--- src/rtl/sd_drive_arbiter.sv ---
// Round-robin arbiter sharing one user_io SD sector port between floppy drives A and B.
// One drive is granted per sector; strobes are routed to it and the byte count is checked.
module sd_drive_arbiter #(
  parameter int unsigned TIMEOUT_W  = 20,
  parameter int unsigned SECTOR_LEN = 512
) (
  input  logic        clk_sys,
  input  logic        res_n,
  input  logic [1:0]  req_rd,
  input  logic [1:0]  req_wr,
  input  logic [31:0] req_lba0,
  input  logic [31:0] req_lba1,
  input  logic [7:0]  drv_din0,
  input  logic [7:0]  drv_din1,
  output logic [1:0]  grant,
  output logic [1:0]  done,
  output logic [1:0]  err,
  output logic        busy,
  output logic [1:0]  drv_dout_strobe,
  output logic [1:0]  drv_din_strobe,
  output logic [31:0] sd_lba,
  output logic [1:0]  sd_rd,
  output logic [1:0]  sd_wr,
  output logic [7:0]  sd_din,
  input  logic        sd_ack,
  input  logic        sd_dout_strobe,
  input  logic        sd_din_strobe
);

  typedef enum logic [1:0] {StIdle, StReq, StXfer, StFin} state_e;

  state_e                 state_q, state_d;
  logic [1:0]             grant_q, grant_d;
  logic [31:0]            lba_q, lba_d;
  logic [1:0]             rd_q, rd_d;
  logic [1:0]             wr_q, wr_d;
  logic                   last_q, last_d;
  logic                   is_rd_q, is_rd_d;
  logic [9:0]             cnt_q, cnt_d;
  logic [TIMEOUT_W-1:0]   tmo_q, tmo_d;

  logic [1:0] pending;
  logic       sel;
  logic       xfer;
  logic       cnt_strobe;

  assign pending = req_rd | req_wr;
  // Single requester wins outright; on a tie the drive not served last wins.
  assign sel     = (pending == 2'b11) ? ~last_q : pending[1];
  assign xfer    = (state_q == StXfer);
  assign cnt_strobe = is_rd_q ? sd_dout_strobe : sd_din_strobe;

  always_ff @(posedge clk_sys or negedge res_n) begin
    if (!res_n) begin
      state_q <= StIdle;
      grant_q <= 2'b00;
      lba_q   <= 32'd0;
      rd_q    <= 2'b00;
      wr_q    <= 2'b00;
      last_q  <= 1'b1;
      is_rd_q <= 1'b0;
      cnt_q   <= 10'd0;
      tmo_q   <= '0;
    end else begin
      state_q <= state_d;
      grant_q <= grant_d;
      lba_q   <= lba_d;
      rd_q    <= rd_d;
      wr_q    <= wr_d;
      last_q  <= last_d;
      is_rd_q <= is_rd_d;
      cnt_q   <= cnt_d;
      tmo_q   <= tmo_d;
    end
  end

  always_comb begin
    state_d = state_q;
    grant_d = grant_q;
    lba_d   = lba_q;
    rd_d    = rd_q;
    wr_d    = wr_q;
    last_d  = last_q;
    is_rd_d = is_rd_q;
    cnt_d   = cnt_q;
    tmo_d   = tmo_q;
    done    = 2'b00;
    err     = 2'b00;
    unique case (state_q)
      StIdle: begin
        if (|pending) begin
          grant_d = sel ? 2'b10 : 2'b01;
          lba_d   = sel ? req_lba1 : req_lba0;
          is_rd_d = req_rd[sel];
          rd_d    = req_rd[sel] ? grant_d : 2'b00;
          wr_d    = req_rd[sel] ? 2'b00 : grant_d;
          last_d  = sel;
          cnt_d   = 10'd0;
          tmo_d   = '0;
          state_d = StReq;
        end
      end
      StReq: begin
        tmo_d = tmo_q + 1'b1;
        if (sd_ack) begin
          rd_d    = 2'b00;
          wr_d    = 2'b00;
          state_d = StXfer;
        end else if (&tmo_q) begin
          rd_d    = 2'b00;
          wr_d    = 2'b00;
          err     = grant_q;
          grant_d = 2'b00;
          state_d = StIdle;
        end
      end
      StXfer: begin
        if (cnt_strobe && (cnt_q != 10'h3ff)) begin
          cnt_d = cnt_q + 10'd1;
        end
        if (!sd_ack) begin
          state_d = StFin;
        end
      end
      StFin: begin
        if (cnt_q == 10'(SECTOR_LEN)) begin
          done = grant_q;
        end else begin
          err = grant_q;
        end
        grant_d = 2'b00;
        state_d = StIdle;
      end
      default: state_d = StIdle;
    endcase
  end

  assign grant           = grant_q;
  assign busy            = (state_q != StIdle);
  assign sd_lba          = lba_q;
  assign sd_rd           = rd_q;
  assign sd_wr           = wr_q;
  assign drv_dout_strobe = (xfer && sd_dout_strobe) ? grant_q : 2'b00;
  assign drv_din_strobe  = (xfer && sd_din_strobe) ? grant_q : 2'b00;
  assign sd_din          = grant_q[1] ? drv_din1 : (grant_q[0] ? drv_din0 : 8'd0);

endmodule

--- config.mk ---
export PLATFORM = sky130hd
export DESIGN_NAME = sd_drive_arbiter
export DESIGN_NICKNAME = d
export VERILOG_FILES = /design/src/rtl/sd_drive_arbiter.sv
export SDC_FILE = /design/constraint.sdc
export NUM_CORES = 1
export LEC_CHECK = 0
export BUFFER_PORTS_ARGS = -buffer_cell sky130_fd_sc_hd__buf_4
export CAP_MARGIN = 0
export CORE_UTILIZATION = 44
export DETAILED_ROUTE_END_ITERATION = 7
export GPL_ROUTABILITY_DRIVEN = 0
export MAX_ROUTING_LAYER = met4
export PLACE_DENSITY_LB_ADDON = 0.25
export SLEW_MARGIN = 30
export SYNTH_ARGS = -nofsm -noshare
export SYNTH_HDL_FRONTEND = slang
export SYNTH_SLANG_ARGS = --single-unit
export TNS_END_PERCENT = 20
--- constraint.sdc ---
create_clock -name clk_sys -period 1.7 [get_ports clk_sys]
set_input_delay 0.085 -clock clk_sys [delete_from_list [all_inputs] [get_ports clk_sys]]
set_output_delay 0.085 -clock clk_sys [all_outputs]
set_load 0.03 [all_outputs]
==> metrics.txt <==
EDFF count, synth=0; Area Overhead vs Synth=48.0%; Worst setup startpoint=cnt_q[1]; Setup Skew=0.00736 ns; post-layout util=0.675; CTS tree=built; Rel. slew slack=0.590; failing checks=negative setup slack; Least-Margin Pin Slew=0.613 ns; top cell type's share of synthesized area=0.474; worst vdd ir=1.07 mV; post-detailed-route count of antenna-violating nets=0; RSZ-0062 raised after global routing=yes; Synth Warn #=0; post-synthesis cell type count=50; initial core utilization=0.456; crit-path max FO=2; total CTS buffers=9; num ports=144; Mapped Cells=389; top cells by area, synth=dfrtp_1 47%, mux2i_1 11%, o21ai_0 6.7%; Reg clk slew, reported paths=0.08 ns; Placement Cell Area=5120 sq um; H-tree levels=3; vias in the first global route=3433; Worst Path Required=1.62 ns; Max-Cap Viols=0; FFs w/ async S/R, synth=1.00; largest net degree at the start of global routing=52; commonest non-fill, non-tap cell in the layout=buf_4; min Tclk post-route=1.92 ns; DRT Wirelength=10100 um; Initial DRT Pass Iterations=4; Vias=3647; Die Y=94.3 um; WHS Path Cells=3; first-pass GRT wire length=15800 um; Final WS setup=-0.219 ns; Slew Viols, Final=0; Remaining Overflow, GRT=0; hold path endpoint=sd_lba[21]; Residual DRC=0; final net count=649; most frequent cells in the layout=170 x buf_4, 70 x dfrtp_1, 61 x nand2_1; total power=9.06 mW; # clock sinks=72; std cell rows=33; Detail Placement HPWL=7500 um; diode count=0; GRT Util Overall=0.239; Post-Syn Area=3740 sq um; synthesis-stage register bit count=72; setup tns final=-1.08 ns; Root Driver=clkbuf_8; initial DRC count=180; Final Instance Area=5540 sq um; status=complete, but fails checks; IO buf count=143; type of destination of the critical path=output port; die width=94.3 um; cell taking the most area after synthesis=dfrtp_1; worst skew pair latency=0.35 ns; Core Area=8220 sq um; final setup vio count=8; Top FF cell, synth=dfrtp_1; clock tree buffer depth=2; Reg2Reg Capture Point=cnt_q[6]; sequential cell area fraction in the yosys report=0.481; P_leak=2.73 nW; initial antenna violation count=0; endpoints failing hold=0; critical setup path kind=flop to output port; Via-to-Cell Ratio=5.47; reg-to-reg slack, setup=-0.18 ns; Critical Path Source Type=flop; Power per Cell Area=1630 nW/um^2; die area=8880 sq um; RR Startpoint=cnt_q[1]; Avg Cell Area, Syn=9.63 sq um; proportion of layout cells with a drive suffix above 1=0.384; routed len/inst=15.1 um; path depth of the worst reg2reg path=6; hold_sp=req_lba1[21]; Mapped Nets=481; Hold WC Path Type=input port to flop; period utilization=1.13; WP data arrival=1.83 ns; Max Fclk=521 MHz
[critical path, stage by stage (launching register included)]
cell and delay (ns):
dfrtp_1 0.41, buf_6 0.14, inv_4 0.04, ha_4 0.11
nor3b_4 0.20, a31oi_1 0.13, a31oi_2 0.21, nor2_1 0.07
buf_4 0.17
[state kept, by name, summed over array words and instances (netlist names), named ones only]
register,count
sd_wr,2
cnt_q,10
grant,2
is_rd_q,1
sd_rd,2
sd_lba,32
tmo_q,20
last_q,1
state_q,1
[area by class of cell]
| type | instances | area (sq um) |
|---|---|---|
| multi-input cells | 283 | 1900 |
| clock buffers | 10 | 138 |
| flip-flops and latches | 72 | 1800 |
| inverters | 12 | 50.0 |
| clock inverters | 6 | 115 |
| repair buffers | 179 | 1410 |
| fillers | 662 | 2670 |
| well taps | 105 | 131 |
[cell usage after synthesis, types with 7 or more instances]
master / number
a22o_1: 8
and3_1: 9
buf_2: 12
clkbuf_1: 7
dfrtp_1: 71
inv_1: 11
mux2i_1: 42
nand2_1: 61
nand3_1: 15
nand4_1: 10
nor2_1: 14
nor3_1: 8
o21ai_0: 50
[timing repair]
item / CTS / global route
gates resized for setup: 14 / 10
pin swaps: 7 / 5
hold endpoints to repair: 33 / 0
gates cloned: 0 / 0
hold buffers: 2 / 0
setup buffers: 5 / 0
endpoints found under the setup margin: 18 / 21
[per-stage QoR]
stage          cells  setup WS [ns]  hold WS [ns]
3_5_place_dp     644         0.0171        0.0654
5_1_grt          667         -0.284        0.0203
6_report         667         -0.219        0.0228
2_1_floorplan    389        -0.0413        -0.211
4_1_cts          667         -0.183        0.0150
3_3_place_gp     644         0.0671        0.0546
[cells by family (layout without fill, tap and decap cells)]
group / count (synthesis) / after routing / synth area share
AOI/OAI and AO/OA: 98 / 98 / 0.168
buffers and inverters: 34 / 207 / 0.0411
and+or+nand+nor: 139 / 139 / 0.183
adders and majority gates: 3 / 3 / 0.0100
DFF: 72 / 72 / 0.481
muxes: 43 / 43 / 0.116
[how the worst max path moves through the flow]
stage / end / slack (ns) / cells after the start
after detailed placement: cnt_q[8] / 0.02 / 5
after global routing: err[1] / -0.28 / 8
after global placement: cnt_q[6] / 0.07 / 5
after floorplan: sd_rd[1] / -0.04 / 6
after CTS: err[1] / -0.18 / 6
final: err[1] / -0.22 / 8
[report_power, final]
part | internal, mW | total (mW) | switching [mW]
combinational | 1.93 | 4.71 | 2.78
clock | 1.02 | 1.69 | 0.667
sequential | 2.27 | 2.66 | 0.390
total | 5.23 | 9.06 | 3.83
[layer usage]
layer  wire [um]  vias to the layer above  part of all wire  track usage
li1            -                     1750                 -            -
met1        4240                     1710              0.42        0.297
met2        4930                      167              0.49        0.381
met3         706                       20             0.070       0.0429
met4         188                        0             0.019        0.105
met5           0                        -                 0            -
(Power assumes the default switching activity.)
